## config.mk

```make
export PLATFORM = sky130hd
export DESIGN_NAME = hamming_decoder_flat
export DESIGN_NICKNAME = d
export VERILOG_FILES = /design/src/rtl/hamming_decoder_if.sv /design/src/rtl/hamming_decoder.sv /design/src/flat_wrapper.sv
export SDC_FILE = /design/constraint.sdc
export NUM_CORES = 1
export LEC_CHECK = 0
export ABC_CLOCK_PERIOD_IN_PS = 4200
export BUFFER_PORTS_ARGS = -buffer_cell sky130_fd_sc_hd__clkbuf_2
export CAP_MARGIN = 30
export CELL_PAD_IN_SITES_DETAIL_PLACEMENT = 0
export CELL_PAD_IN_SITES_GLOBAL_PLACEMENT = 2
export CORE_ASPECT_RATIO = 1.25
export CORE_MARGIN = 2
export CORE_UTILIZATION = 38
export CTS_CLUSTER_DIAMETER = 50
export CTS_CLUSTER_SIZE = 14
export DETAILED_ROUTE_END_ITERATION = 10
export PLACE_DENSITY = 0.94
export SLEW_MARGIN = 0
export SYNTH_ARGS = -nofsm -noshare
export SYNTH_HDL_FRONTEND = slang
export SYNTH_SLANG_ARGS = --single-unit
```

## constraint.sdc

```tcl
create_clock -name clk -period 4.2 [get_ports clk]
set_clock_uncertainty 0.05 [all_clocks]
set_input_delay 0.42 -clock clk [delete_from_list [all_inputs] [get_ports clk]]
set_output_delay 0.42 -clock clk [all_outputs]
set_load 0.02 [all_outputs]
```

## src/rtl/hamming_decoder_if.sv

```systemverilog
// Bus between a Hamming(7,4) decoder and its user: codeword request in,
// corrected data, error report and status out.
interface hamming_decoder_if #(
    parameter int CNT_W = 8
);
    logic             enable;
    logic             mode;
    logic [6:0]       data_in;
    logic [3:0]       data_out;
    logic             err;
    logic [2:0]       err_pos;
    logic [CNT_W-1:0] err_count;
    logic             busy;
    logic             done;

    modport master (
        output enable, mode, data_in,
        input  data_out, err, err_pos, err_count, busy, done
    );

    modport slave (
        input  enable, mode, data_in,
        output data_out, err, err_pos, err_count, busy, done
    );
endinterface

```

## src/rtl/hamming_decoder.sv

```systemverilog
// Serial Hamming(7,4) single-error-correcting decoder: one parity check per
// cycle, then correction, error reporting and a saturating corrected-word count.
module hamming_decoder #(
    parameter int CNT_W = 8
) (
    input logic             clk,
    input logic             rst,
    hamming_decoder_if.slave bus
);

    typedef enum logic [2:0] {
        IDLE = 3'b000,
        S1   = 3'b001,
        S2   = 3'b010,
        S4   = 3'b100,
        DONE = 3'b111
    } state_t;

    localparam logic [CNT_W-1:0] CNT_MAX = '1;

    state_t     state;
    logic [6:0] cw_q;
    logic       mode_q;
    logic       s1_q;
    logic       s2_q;
    logic       s4_q;
    logic [2:0] syn;
    logic [6:0] flip_mask;
    logic [6:0] corrected;

    assign syn = {s4_q, s2_q, s1_q};

    // The syndrome is the 1-based position of the bad bit; zero means clean.
    always_comb begin
        flip_mask = '0;
        if (syn != 3'd0) begin
            flip_mask[syn - 3'd1] = 1'b1;
        end
    end

    assign corrected = cw_q ^ flip_mask;

    always_ff @(posedge clk or posedge rst) begin
        if (rst) begin
            state         <= IDLE;
            cw_q          <= '0;
            mode_q        <= 1'b0;
            s1_q          <= 1'b0;
            s2_q          <= 1'b0;
            s4_q          <= 1'b0;
            bus.data_out  <= '0;
            bus.err       <= 1'b0;
            bus.err_pos   <= '0;
            bus.err_count <= '0;
            bus.busy      <= 1'b0;
            bus.done      <= 1'b0;
        end else begin
            bus.done <= 1'b0;
            case (state)
                IDLE: begin
                    if (bus.enable) begin
                        cw_q     <= bus.data_in;
                        mode_q   <= bus.mode;
                        bus.busy <= 1'b1;
                        state    <= S1;
                    end
                end
                // Odd parity is handled by inverting each check when mode_q=0.
                S1: begin
                    s1_q  <= cw_q[0] ^ cw_q[2] ^ cw_q[4] ^ cw_q[6] ^ ~mode_q;
                    state <= S2;
                end
                S2: begin
                    s2_q  <= cw_q[1] ^ cw_q[2] ^ cw_q[5] ^ cw_q[6] ^ ~mode_q;
                    state <= S4;
                end
                S4: begin
                    s4_q  <= cw_q[3] ^ cw_q[4] ^ cw_q[5] ^ cw_q[6] ^ ~mode_q;
                    state <= DONE;
                end
                DONE: begin
                    bus.data_out <= {corrected[6], corrected[5], corrected[4], corrected[2]};
                    bus.err      <= (syn != 3'd0);
                    bus.err_pos  <= syn;
                    bus.done     <= 1'b1;
                    if ((syn != 3'd0) && (bus.err_count != CNT_MAX)) begin
                        bus.err_count <= bus.err_count + 1'b1;
                    end
                    bus.busy <= 1'b0;
                    state    <= IDLE;
                end
                // Recover from a corrupted state register without touching outputs.
                default: begin
                    s1_q     <= 1'b0;
                    s2_q     <= 1'b0;
                    s4_q     <= 1'b0;
                    bus.busy <= 1'b0;
                    state    <= IDLE;
                end
            endcase
        end
    end

endmodule

```

## src/flat_wrapper.sv

```systemverilog
// flat-port wrapper written by rule: the top's interface ports become plain ports
module hamming_decoder_flat 
#(
    parameter int CNT_W = 8
)
  (clk, rst, bus_enable, bus_mode, bus_data_in, bus_data_out, bus_err, bus_err_pos, bus_err_count, bus_busy, bus_done);
  hamming_decoder_if #(.CNT_W(CNT_W)) bus_i ();
  input logic clk;
  input logic rst;
  input wire logic [$bits(bus_i.enable)-1:0] bus_enable;
  input wire logic [$bits(bus_i.mode)-1:0] bus_mode;
  input wire logic [$bits(bus_i.data_in)-1:0] bus_data_in;
  output wire logic [$bits(bus_i.data_out)-1:0] bus_data_out;
  output wire logic [$bits(bus_i.err)-1:0] bus_err;
  output wire logic [$bits(bus_i.err_pos)-1:0] bus_err_pos;
  output wire logic [$bits(bus_i.err_count)-1:0] bus_err_count;
  output wire logic [$bits(bus_i.busy)-1:0] bus_busy;
  output wire logic [$bits(bus_i.done)-1:0] bus_done;
  assign bus_i.enable = bus_enable;
  assign bus_i.mode = bus_mode;
  assign bus_i.data_in = bus_data_in;
  assign bus_data_out = bus_i.data_out;
  assign bus_err = bus_i.err;
  assign bus_err_pos = bus_i.err_pos;
  assign bus_err_count = bus_i.err_count;
  assign bus_busy = bus_i.busy;
  assign bus_done = bus_i.done;
  hamming_decoder #(.CNT_W(CNT_W)) u_core (.clk(clk), .rst(rst), .bus(bus_i));
endmodule
```

======== After elaboration in Yosys (flattened, before gate mapping) ========
Cells that the tools add are included.
word-level totals
  bits in registers ....................... 32
  output and inout bits ................... 18
  logic and storage cells ................. 59
  input port bits ......................... 11
cells by class
  $lt $le $gt $ge ......................... 2
  add/sub/neg operators ................... 2
  equality and inequality tests ........... 6
  muxes and demuxes ....................... 11
  bitwise operators ....................... 15
  reductions and logical operators ........ 11
operator list
  operator                                                    count
  case mux 3 bit (4 select lines)                             1
  OR reduction 4 bit                                          3
  bitwise XOR 1 bit                                           12
  adder 8 x 1 -> 8 bit, second input constant                 1
  != test 8 bit, second input constant                        1
  case mux 1 bit (2 select lines)                             4
  2-to-1 mux 7 bit                                            1
  bitwise XOR 7 bit                                           1
  equality test 3 bit, second input constant                  2
  AND reduction 2 bit                                         3
  less-than comparator 3 x 4 -> 1 bit, second input constant  1
  demux 1 bit (select 3 bit)                                  1
  equality test 3 x 1 -> 1 bit, second input constant         1
  equality test 3 x 2 -> 1 bit, second input constant         1
  >= comparator 3 x 1 -> 1 bit, second input constant         1
  logical NOT 3 bit                                           1
  2-to-1 mux 1 bit                                            3
  2-to-1 mux 3 bit                                            1
  nonzero test 3 bit                                          1
  OR reduction 3 bit                                          1
  subtractor 3 x 1 -> 3 bit, second input constant            1
  logical AND 1 bit                                           2
  != test 2 bit, second input constant                        1
  inverter 1 bit                                              2

======== Depth between registers and ports, before layout ========
  word-level depth ........................ 7
  depth in mapped cells ................... 6
  gate-level depth less buffers ........... 6

======== Worst setup path before layout ========
No wires, ideal clock.
  kind .................................... register -> register
  from .................................... register u_core.bus.err_count[0]
  to ...................................... register u_core.bus.err_count[1]
  stages on the path, launching flop included .. 5
  arrival ................................. 1499 ps
  path slack .............................. 2526 ps
  period minus slack after synthesis ...... 1674 ps
  cells stage by stage .................... dfrtp_1 ha_1 nand3_1 o211ai_1 mux2_2
on the way
  longest elaborated chain between the ends .. 3
  elaborated cells on any way between the ends .. 4
  those cells by class .................... add/sub (1); eq/ne (1); reduce/logical (2)
RTL lines
  item                                                          RTL line                  source
  start, declared                                               hamming_decoder_if.sv:23  output data_out, err, err_pos, err_count, busy, done
  start signal, assigned                                        hamming_decoder.sv:87     bus.err_count <= bus.err_count + 1'b1;
  branches (longest 3 deep; another with adder 8 x 1 -> 8 bit)  -
Several ways; the timed one is not identified.
A chain may end at the register's enable or synchronous reset.

======== Worst setup path in the final report ========
  from .................................... register u_core.state[0]
  to ...................................... register u_core.bus.err_count[6]
on the way
  longest elaborated chain between the ends .. 2
RTL lines
  item                                  RTL line               source
  start, declared                       hamming_decoder.sv:21  state_t state;
  start signal, assigned                hamming_decoder.sv:45  state <= IDLE;
  start signal, assigned                hamming_decoder.sv:65  state <= S1;
  start signal, assigned                hamming_decoder.sv:71  state <= S2;
  equality test 3 bit                   hamming_decoder.sv:59  case (state)
  AND reduction 2 bit (no source line)  -
No other way between the ends.

==> out/qor.yml <==
cp_max_fo: 17
dr_total_vias: 1092
critPathRequiredTime_ps: 4360
h-tree-depth: 2
comb_power_share_pct: 44.1
worst_slack_ps: 2370
seqPwrFrac_pct: 40.5
antenna_cells: 0
first_iter_violations: 28
clkPwrFrac_pct: 15.4
async_reset_ff_share_pct: 100
grt_pass1_vias: 1052
synth_area_leader_cell: "dfrtp_1"
period_share_pct: 43.6
post_cts_buffers: 0
nNetsFinal: 184
numCtsBuffers: 5
post-place-ws_ps: 2380
max_cap_viol_count: 0
cts_resized: 0
power.internal_mw: 0.854
powerDensity_nw_per_um2: 757
overflow: 0
synthesis.nets: 153
final-seq-area_um2: 801
postLayoutCellArea_um2: 1840
relSlewSlack_pct: 63.2
critPathTopFamily: "simple AND/OR/NAND/NOR gates"
switching_share_pct: 38.7
worstSkewPairLatency_ps: 280
grt_antenna_before_repair: 0
worst_pin_slew_ps: 549
dpl-instance-area_um2: 1760
period_minus_slack_ps: 1830
setup_viol: 0
clockBufferDepth: 2
drt-total-wl_um: 2780
drt-pass1-iter-count: 4
drc: 0
area_growth_pct: 16.4
synth_area_um2: 1580
stdcell_count: 226
place_inst: 219
yosys_warnings: 0
synth.area.top_cells: "dfrtp_1 51%, mux2_2 7.1%, xnor2_1 6.6%"
crit_chain: "nand3_4 > or4b_4 > nor2_2 > xor2_1"
fmax_mhz: 546
synth_cell_type_count: 34
slowest_stage: "dfrtp_1"
root_buffer: "clkbuf_8"
globalplace.congestion: 0.766
avgSynthCellArea_um2: 11.4
total_power_mw: 1.39
die-area_um2: 4700
avgViaCountPerCell: 4.83
coreArea_um2: 4030
grt_max_degree: 33
dp_hpwl_um: 2060
synth_edf_count: 0
critPathLaunchType: "register"
syn_inst: 139
cp_num_buf_inv: 0
rsz0062_at_grt: "false"
p_sw_mw: 0.539
synth_flop_cell: "dfrtp_1"
ioPinCount: 29
end_kind: "register"
post_route_cells_drive_above_1_share_pct: 28.8
grt_use_total_pct: 13.0
dieWidth_um: 61.7
finalHoldViolCount: 0
timing.rr.start: "u_core.state[0]"
worstSetupStartpoint: "u_core.state[0]"
yosysTopAreaCellShare_pct: 50.6
nFillCells: 411
arrival_ps: 1990
tritoncts: "done"
clock-sinks: 32
yosysSeqAreaShare_pct: 50.6
p_leak_nw: 0.866
multi_input_area_um2: 719
clkSlewWorstSetupHoldPaths_ps: 60
final_cell_mix: "32 x dfrtp_1, 28 x clkbuf_2, 12 x xnor2_1, 12 x o21ai_0, 11 x nand2_1"
post_drt_wl_per_cell_um: 12.3
ys_seq_elements: 32
ant_nets: 0
portBuffers: 28
hp-class: "in2async"
grt_pass1_wl_um: 4520
fin_tns_setup_ps: 0
vdd_ir_drop_max_mv: 0.364
num_rows: 26
layout_commonest_cell: "dfrtp_1"
status: "finished, final reports clean"
die_h_um: 76.2
slowest_delay_ps: 610
drv_slew: 0
ctsHoldBuffers: 0
critical_path_class: "reg2reg"
start_util_pct: 39.2
==> per-layer routing <==
| layer | vias to the layer above | track usage [%] | wire (um) |
|---|---|---|---|
| li1 | 536 | - | - |
| met1 | 518 | 15.0 | 1240 |
| met2 | 31 | 20.1 | 1320 |
| met3 | 7 | 5.77 | 160 |
| met4 | 0 | 5.74 | 60 |
| met5 | - | 0 | 0 |
==> logic make-up (layout without fill, tap and decap cells) <==
family / after synthesis / after routing / share of synthesized area, %
buffers and inverters: 12 / 43 / 3.95
AO/OA/AOI/OAI: 24 / 24 / 9.01
flip-flops: 32 / 32 / 50.6
adder cells (fa/ha/maj): 3 / 3 / 2.37
AND/OR/NAND/NOR: 38 / 38 / 14.2
multiplexers: 10 / 10 / 7.11
XOR/XNOR: 20 / 20 / 12.8
==> worst reg2reg max path, cell delays in order (launching register included) <==
cell,delay [ps]
dfrtp_1,610
nand3_4,240
or4b_4,610
nor2_2,100
xor2_1,140
==> sequential cells by signal, summed over array words and instances, names as in the netlist <==
| name | cells |
|---|---|
| u_core.bus.busy | 1 |
| u_core.bus.err_pos | 3 |
| u_core.bus.err | 1 |
| u_core.state | 3 |
| u_core.bus.data_out | 4 |
| u_core.cw_q | 7 |
| u_core.bus.err_count | 8 |
| u_core.bus.done | 1 |
| u_core.s1_q | 1 |
| u_core.s4_q | 1 |
| u_core.s2_q | 1 |
| u_core.mode_q | 1 |
==> through the flow <==
step                hold WS [ps]  util (%)
floorplan                    442         -
global placement             424      43.7
detailed placement           423      43.7
CTS                          149      45.7
global route                 164      45.7
finish                       143      45.7
==> power groups by stage <==
| stage | sequential [mW] | combinational (mW) | clock [mW] |
|---|---|---|---|
| final | 0.564 | 0.615 | 0.214 |
| after global routing | 0.582 | 0.683 | 0.239 |
| after CTS | 0.566 | 0.628 | 0.225 |
| after detailed placement | 0.573 | 0.626 | 0 |
| after global placement | 0.564 | 0.618 | 0 |
| after floorplan | 0.570 | 0.494 | 0 |
==> final timing paths <==
path	end	slack [ps]	cells past startpoint
max	u_core.bus.err_count[6]	2370	4
min	u_core.s4_q	140	3
max reg2reg	u_core.bus.err_count[6]	2370	4
min reg2reg	u_core.bus.err_pos[0]	430	2
max in group asynchronous	u_core.bus.err_count[7]	3670	3
min in group clk	u_core.cw_q[1]	320	2
==> area by class of cell <==
type                            count  area share, %
Sequential cell                    32           43.5
Multi-Input combinational cell     95           39.1
Clock buffer                        6           3.94
Inverter                            7           1.43
Tap cell                           56           3.80
Clock inverter                      1          0.272
Timing Repair Buffer               29           8.02
==> cells in the mapped netlist, types with 2 or more instances <==
library cell	number
xnor3_1	2
nand3_1	4
nor2_1	8
xor2_1	6
buf_6	2
inv_1	7
buf_2	2
nor2b_1	2
nand4_1	2
nand2b_1	2
xnor2_1	12
nand2_1	11
o21ai_0	12
mux2_2	10
dfrtp_1	32
ha_1	3
o211ai_1	3
a21oi_1	3
No activity file was read; power rests on OpenSTA's default activity.
